[src/rtl/bitmanip_pkg.sv]
// Shared encodings for the bit-manipulation unit: operation modes, FSM states
// and the helper that splits modes into single-cycle logic ops and multi-cycle count ops.
package bitmanip_pkg;

  typedef enum logic [3:0] {
    MODE_AND  = 4'd0,
    MODE_OR   = 4'd1,
    MODE_XOR  = 4'd2,
    MODE_ANDN = 4'd3,
    MODE_ORN  = 4'd4,
    MODE_XNOR = 4'd5,
    MODE_CLZ  = 4'd6,
    MODE_CTZ  = 4'd7,
    MODE_CPOP = 4'd8
  } mode_e;

  typedef enum logic [1:0] {
    ST_IDLE = 2'd0,
    ST_CALC = 2'd1,
    ST_DONE = 2'd2
  } state_e;

  function automatic logic is_count_mode(input logic [3:0] mode);
    return (mode == MODE_CLZ) || (mode == MODE_CTZ) || (mode == MODE_CPOP);
  endfunction

endpackage

[src/rtl/bit_count_step.sv]
// Combinational per-chunk counters: popcount, leading zeros, trailing zeros and
// an all-zero flag for one W-bit slice of the operand.
module bit_count_step #(
  parameter int W  = 8,
  parameter int CW = $clog2(W + 1)
) (
  input  logic [W-1:0]  chunk,
  output logic [CW-1:0] pop,
  output logic [CW-1:0] lz,
  output logic [CW-1:0] tz,
  output logic          all_zero
);

  always_comb begin
    pop = '0;
    lz  = CW'(W);
    tz  = CW'(W);
    // Ascending scan leaves lz at the highest set bit; descending leaves tz at the lowest.
    for (int i = 0; i < W; i++) begin
      pop = pop + CW'(chunk[i]);
      if (chunk[i]) lz = CW'(W - 1 - i);
    end
    for (int i = W - 1; i >= 0; i--) begin
      if (chunk[i]) tz = CW'(i);
    end
    all_zero = ~|chunk;
  end

endmodule

[src/rtl/bitmanip_unit.sv]
// Bit-manipulation unit: single-cycle logic ops and fixed-latency CLZ/CTZ/CPOP
// that walk the captured operand CNT_STEP bits per cycle, with valid/ready on both sides.
module bitmanip_unit
  import bitmanip_pkg::*;
#(
  parameter int XLEN     = 32,
  parameter int CNT_STEP = 8
) (
  input  logic            i_clk,
  input  logic            i_rst_n,
  input  logic            i_valid,
  output logic            o_ready,
  input  logic [3:0]      i_mode,
  input  logic [XLEN-1:0] i_a,
  input  logic [XLEN-1:0] i_b,
  output logic            o_valid,
  input  logic            i_ready,
  output logic [XLEN-1:0] o_result
);

  localparam int NCHUNK  = XLEN / CNT_STEP;
  localparam int ACC_W   = $clog2(XLEN) + 1;
  localparam int CNT_W   = $clog2(NCHUNK + 1);
  localparam int STEP_CW = $clog2(CNT_STEP + 1);

  generate
    if ((CNT_STEP < 1) || (XLEN % CNT_STEP != 0)) begin : g_param_check
      $error("bitmanip_unit: XLEN must be a multiple of CNT_STEP and CNT_STEP >= 1");
    end
  endgenerate

  state_e             state;
  logic [3:0]         op_mode;
  logic [XLEN-1:0]    opa;
  logic [ACC_W-1:0]   acc;
  logic               found;
  logic [CNT_W-1:0]   step_cnt;

  logic [XLEN-1:0]    logic_res;
  logic               accept;
  logic [CNT_STEP-1:0] chunk;
  logic [STEP_CW-1:0] chunk_pop, chunk_lz, chunk_tz;
  logic               chunk_zero;
  logic [ACC_W-1:0]   acc_next;
  logic               found_next;

  assign o_ready = (state == ST_IDLE) || ((state == ST_DONE) && i_ready);
  assign o_valid = (state == ST_DONE);
  assign accept  = i_valid && o_ready;

  always_comb begin
    case (i_mode)
      MODE_AND:  logic_res = i_a & i_b;
      MODE_OR:   logic_res = i_a | i_b;
      MODE_XOR:  logic_res = i_a ^ i_b;
      MODE_ANDN: logic_res = i_a & ~i_b;
      MODE_ORN:  logic_res = i_a | ~i_b;
      MODE_XNOR: logic_res = ~(i_a ^ i_b);
      default:   logic_res = '0;
    endcase
  end

  // CLZ consumes the operand from the top (shifting left), CTZ/CPOP from the bottom.
  assign chunk = (op_mode == MODE_CLZ) ? opa[XLEN-1 -: CNT_STEP] : opa[CNT_STEP-1:0];

  bit_count_step #(.W(CNT_STEP)) u_step (
    .chunk    (chunk),
    .pop      (chunk_pop),
    .lz       (chunk_lz),
    .tz       (chunk_tz),
    .all_zero (chunk_zero)
  );

  always_comb begin
    acc_next   = acc;
    found_next = found;
    if (op_mode == MODE_CPOP) begin
      acc_next = acc + ACC_W'(chunk_pop);
    end else if (!found) begin
      acc_next   = acc + ACC_W'((op_mode == MODE_CLZ) ? chunk_lz : chunk_tz);
      found_next = !chunk_zero;
    end
  end

  always_ff @(posedge i_clk or negedge i_rst_n) begin
    if (!i_rst_n) begin
      state    <= ST_IDLE;
      op_mode  <= '0;
      opa      <= '0;
      acc      <= '0;
      found    <= 1'b0;
      step_cnt <= '0;
      o_result <= '0;
    end else begin
      case (state)
        ST_CALC: begin
          acc      <= acc_next;
          found    <= found_next;
          step_cnt <= step_cnt + 1'b1;
          opa      <= (op_mode == MODE_CLZ) ? (opa << CNT_STEP) : (opa >> CNT_STEP);
          if (step_cnt == CNT_W'(NCHUNK - 1)) begin
            o_result <= XLEN'(acc_next);
            state    <= ST_DONE;
          end
        end
        ST_IDLE, ST_DONE: begin
          if (accept) begin
            if (is_count_mode(i_mode)) begin
              op_mode  <= i_mode;
              opa      <= i_a;
              acc      <= '0;
              found    <= 1'b0;
              step_cnt <= '0;
              state    <= ST_CALC;
            end else begin
              o_result <= logic_res;
              state    <= ST_DONE;
            end
          end else if ((state == ST_DONE) && i_ready) begin
            state <= ST_IDLE;
          end
        end
        default: state <= ST_IDLE;
      endcase
    end
  end

endmodule

[config.mk]
export PLATFORM = sky130hd
export DESIGN_NAME = bitmanip_unit
export DESIGN_NICKNAME = d
export VERILOG_FILES = /design/src/rtl/bitmanip_pkg.sv /design/src/rtl/bit_count_step.sv /design/src/rtl/bitmanip_unit.sv
export SDC_FILE = /design/constraint.sdc
export NUM_CORES = 1
export LEC_CHECK = 0
export CORE_MARGIN = 10
export CORE_UTILIZATION = 54
export DETAILED_ROUTE_END_ITERATION = 16
export PLACE_DENSITY = 0.82
export SYNTH_ARGS = -nofsm -noshare
export SYNTH_HDL_FRONTEND = slang
export SYNTH_SLANG_ARGS = --single-unit
[constraint.sdc]
create_clock -name i_clk -period 6.25 [get_ports i_clk]
set_input_delay 0.9375 -clock i_clk [delete_from_list [all_inputs] [get_ports i_clk]]
set_output_delay 0.9375 -clock i_clk [all_outputs]
set_load 0.05 [all_outputs]
== Word level (Yosys, flattened, before mapping) ==
Index checks and enable logic that the tools add are counted.
W data, S select, Z words.
Storage, ports and cells
  word-level logic and storage cells: 103
  flip-flop bits (word level): 80
  output and inout bits: 34
  bits of input ports: 72
Operators by class
  add/subtract/negate cells: 10
  bitwise logic cells: 7
  equality and inequality tests: 19
  muxes and demuxes: 45
  reductions and logical operators: 15
Operator list (count)
  $mux W32: 6
  $pmux W32 S6: 1
  $pmux W32 S2: 2
  $mux W4: 17
  $and A32 B32 Y32: 2
  $not A32 Y32: 2
  $or A32 B32 Y32: 2
  $xor A32 B32 Y32: 1
  $add A4 B1 Y4: 6
  $mux W6: 4
  $eq A4 B3 Y1 const B: 5
  $add A6 B4 Y6: 2
  $pmux W6 S2: 1
  $ne A2 B2 Y1 const B: 5
  $eq A4 B2 Y1 const B: 2
  $eq A4 B4 Y1 const B: 2
  $mux W2: 4
  $mux W8: 1
  $reduce_and A4 Y1: 2
  $reduce_or A8 Y1: 1
  $mux W3: 2
  $pmux W3 S2: 1
  $reduce_and A3 Y1: 2
  $eq A4 B1 Y1 const B: 1
  other kinds (16): 22

== Logic depth before layout (Yosys ltp) ==
  depth after elaboration: 16
  mapped depth: 18
  depth with buffers taken out: 16

== Hierarchy ==
From an unflattened synthesis, not the netlist that was laid out.
Second synthesis, totals
  cells, all modules: 765
  area total of the unflattened synthesis: 6058.3 sq um
Modules (own cells, without submodules)
  bitmanip_unit: area each 5704.2 sq um, instances 1, seq. area each 2001.9 sq um, cells an instance 719
  bit_count_step: area each 354.1 sq um, instances 1, seq. area each 0.0 sq um, cells an instance 46

== Least setup slack after synthesis ==
No wires, ideal clock.
  path type: flip-flop to flip-flop
  start: reg op_mode[0]
  end: reg o_result[5]
  library setup time: 0.129 ns
  data arrival time: 4.731 ns
  clock period less this slack: 4.860 ns
  required time: 6.121 ns
  cell stages (with the launch flop): 19
  path buffers: 2
  setup slack: 1.390 ns
  path through: dfrtp_1 nor4bb_1 buf_2 buf_1 nand2_1 nand2_1 ha_1 fa_1 fa_1 fa_1 inv_1 fa_1 inv_1 ha_1 a211oi_1 o21bai_1 a32o_1 xnor2_1 o21ai_0
Between the ends
  cells in the longest elaborated chain, start to end: 16
  elaborated cells on any way between the ends: 33
  those cells by class: 9 x add/sub; 2 x eq/ne; 22 x mux
Ends and longest elaborated chain
  from (decl): RTL line bitmanip_unit.sv:33  | logic [3:0] op_mode;
  from (signal assigned): RTL line bitmanip_unit.sv:109  | op_mode <= i_mode;
  branches (longest 13 deep; another with $add A6 B4 Y6)
  $mux W6 (*): RTL line bitmanip_unit.sv:77  | if (op_mode == MODE_CPOP) begin
  $mux W32 (*): RTL line bitmanip_unit.sv:101  | if (step_cnt == CNT_W'(NCHUNK - 1)) begin
  $pmux W32 S2 (*): RTL line bitmanip_unit.sv:95  | case (state)
  to (signal assigned): RTL line bitmanip_unit.sv:102  | o_result <= XLEN'(acc_next);
  to (signal assigned): RTL line bitmanip_unit.sv:116  | o_result <= logic_res;
  to (decl): RTL line bitmanip_unit.sv:18  | output logic [XLEN-1:0] o_result
Mark *: on every way between the ends. The select of a mux whose other input is x is not followed.
A chain may end at the register's enable or synchronous reset.

== Final worst setup path ==
Same ends and word-level chain as after synthesis.

==> summary.txt <==
STA
  – Min setup slack post-route: 1.376 ns
  – Final setup violation count: 0
  – Setup TNS Final: 0 ns
  – Part of the cycle the worst path needs: 77.98%
  – Clock Skew: 0.009794 ns
  – Tmin final: 4.874 ns
  – Slew HR: 15.36%
  – Final hold vios: 0
  – RSZ-0062 raised after global routing: false
  – Worst Tran Pin Value: 1.270 ns
  – FMAX: 205.2 MHz
  – Fin. max-slew vios: 0

Setup path
  – Crit path required time: 6.52 ns
  – CP max stage delay: 0.61 ns
  – CP max stage cell: nor4bb_4
  – Worst setup path class: flip-flop to flip-flop
  – Worst Path Arrival: 5.14 ns
  – Worst-path cell chain: nor4bb_4 > mux2i_1 > inv_1 > fa_1 > fa_1 > fa_1 > inv_1 > fa_1 > inv_1 > ha_1 > a211oi_1 > o21bai_1 > a32o_1 > xnor2_1 > o21ai_0
  – Worst path bufs/invs: 3
  – Crit Path Max Fanout: 8
  – CP Launch Type: flip-flop
  – Worst Setup End Kind: flip-flop
  – Critical path's top delay family: adder cells
  – Most Frequent Cell on Critical Path: fa_1

CTS
  – Bufs on Longest Clock Path: 2
  – Post CTS Setup Buffer Count: 0
  – Clk root buf: clkbuf_8
  – Cts hold-fix bufs: 0
  – Post_cts resized: 0
  – CTS tree: built
  – Clock latency on the worst-skew pair: 0.36 ns
  – H-tree depth: 3
  – Total CTS buffers: 9
  – Clock Sinks: 80
  – Worst-path clk slew: 0.08 ns

Floorplan
  – Num ports: 106
  – Die Ht: 122.9 µm
  – Starting Density: 55.40%
  – Cell Rows: 37
  – Chip Width: 122.9 µm
  – Core area: 10,320 µm²
  – Die ar.: 15,110 µm²

Job
  – Maxcap violations: 0

Synth
  – Sequential fraction of the synthesis area: 35.00%
  – Cell area after synthesis: 5719 µm²
  – Dominant cell type by area after synthesis: dfrtp_1
  – Main flop type after synthesis: dfrtp_1
  – Largest cells by area after synthesis: dfrtp_1 35%, o211ai_1 8.3%, mux2i_1 6.3%, nand2_1 5.4%, a22o_1 4.3%
  – Syn. warnings: 0
  – Post-synth ARST share: 100.0%
  – Post-synthesis area per instance: 8.993 µm²
  – Yosys reg bits: 80
  – Synth top area share: 35.00%
  – Unique masters post-synth: 54
  – Mapped Cells: 636
  – Post-synth EDFFs: 0
  – Mapped Nets: 729

Pwr
  – VDD IR-drop max: 0.2713 mV
  – Leakage Power: 2.859 nW
  – Final Total Pwr: 2.906 mW
  – Pwr dens: 416.0 nW/µm²

Route
  – Wirelength per Cell: 21.81 µm
  – Initial DRT Pass Iterations: 6
  – DRC: 0
  – Via Count: 5,686
  – Initial drt markers: 503
  – Routed Antenna Nets: 0
  – Total wire length: 18,520 µm
  – Vias per cell: 6.697

Global route
  – Vias in the first global route: 5,533
  – Overflow after GRT: 0
  – Initial antenna violation count: 0
  – First-pass GRT wire length: 29,570 µm
  – Pin count of the biggest net entering global routing: 81
  – All-layer global routing usage: 24.20%

Layout
  – Most frequent cells in the layout: 101 x clkdlybuf4s50_1, 82 x nand2_1, 80 x dfrtp_1
  – Finished layout cell area: 6985 µm²
  – Synth-to-Final Area Change: 22.14%
  – ANT cells: 0
  – Nets: 801
  – Non-Filler Instances: 849
  – Layout cells sized above 1: 4.909%
  – Most common cell after layout, fill and taps aside: clkdlybuf4s50_1

Placed design
  – Dpl ws: 1.420 ns
  – Port buffer count: 105
  – GPL Wtd Cong: 0.9347
  – Post-DP HPWL: 13,370 µm
  – Dpl cells: 833
  – Area after DPL: 6797 µm²

Hold path
  – HP Class: flip-flop to flip-flop

Status
  – Status: finished clean
-- metrics by stage --
| step | util, % | hold slack, ns |
|---|---|---|
| finish | 67.66 | 0.5138 |
| global placement | 65.83 | 0.4875 |
| global route | 67.66 | 0.5313 |
| detailed placement | 65.83 | 0.4946 |
| floorplan | - | 0.4677 |
| CTS | 67.66 | 0.5151 |
-- cell usage after synthesis, types with 4 or more instances --
library cell / count
a22o_1: 28
buf_2: 5
a22oi_1: 4
o21ai_0: 35
nor3_1: 6
clkbuf_1: 41
buf_1: 6
inv_1: 18
o211ai_1: 63
a21boi_0: 31
nand3b_1: 4
mux2i_1: 36
o22ai_1: 32
dfrtp_1: 80
a21o_1: 4
a21oi_1: 30
a211oi_1: 7
nor2_1: 16
ha_1: 15
nor2b_1: 8
a221o_1: 18
nand2_1: 82
and2_1: 4
a2bb2oi_1: 12
fa_1: 6
-- metal layers --
layer / part of all wire, % / GRT usage, % / vias up / wire length, µm
met4: 2.7 / 8.689 / 0 / 507
met3: 8.8 / 5.697 / 40 / 1630
li1: - / - / 2593 / -
met1: 40 / 28.81 / 2772 / 7378
met5: 0 / 0 / - / 0
met2: 49 / 41.77 / 281 / 9001
-- sequential cells by signal, summed over array words and instances (netlist names) --
register / count
acc: 6
found: 1
o_result: 32
op_mode: 4
opa: 32
state: 2
step_cnt: 3
-- where the power goes --
part | total [mW] | internal, mW | switching, mW
sequential | 0.931 | 0.708 | 0.223
clock | 0.384 | 0.184 | 0.200
combinational | 1.59 | 0.665 | 0.926
total | 2.91 | 1.56 | 1.35
-- area by class of cell --
class                      count  area, µm²
inverter                      18      67.56
fill                         802       3338
timing repair buffer         113       1094
tap                          136      170.2
clock inverter                 5      57.56
multi-input combinational    486       3463
clock buffer                  11      131.4
sequential                    80       2002
-- cell families (layout without fill, tap and decap cells) --
logic type                 count (synthesis)  count (layout)  share of synthesized area (%)
AOI/OAI and AO/OA                        285             285                          36.34
and+or+nand+nor                          137             137                          11.11
DFF                                       80              80                          35.00
buffers and inverters                     70             147                          4.703
muxes                                     38              38                          6.694
adders and majority gates                 21              21                          5.382
xor gates and xnor gates                   5               5                         0.7658
-- path summary, 6_finish.rpt --
check                           slack (ns)         from  depth (start not counted)           end
worst max-delay path                  1.38   op_mode[0]                         15   o_result[5]
worst min-delay path                  0.51  step_cnt[0]                          1   step_cnt[0]
worst max register to register        1.38   op_mode[0]                         15   o_result[5]
worst min register to register        0.51  step_cnt[0]                          1   step_cnt[0]
max in group asynchronous             4.83      i_rst_n                          1  o_result[21]
min in group asynchronous             0.75      i_rst_n                          1  o_result[16]
-- worst register-to-register path, stage by stage (launching register included) --
cell and delay (ns):
dfrtp_1 0.45, nor4bb_4 0.61, mux2i_1 0.41, inv_1 0.11, fa_1 0.56, fa_1 0.44, fa_1 0.40, inv_1 0.10
fa_1 0.40, inv_1 0.11, ha_1 0.26, a211oi_1 0.24, o21bai_1 0.10, a32o_1 0.29, xnor2_1 0.13, o21ai_0 0.17
Note: power is estimated with default switching activity, not from simulation.
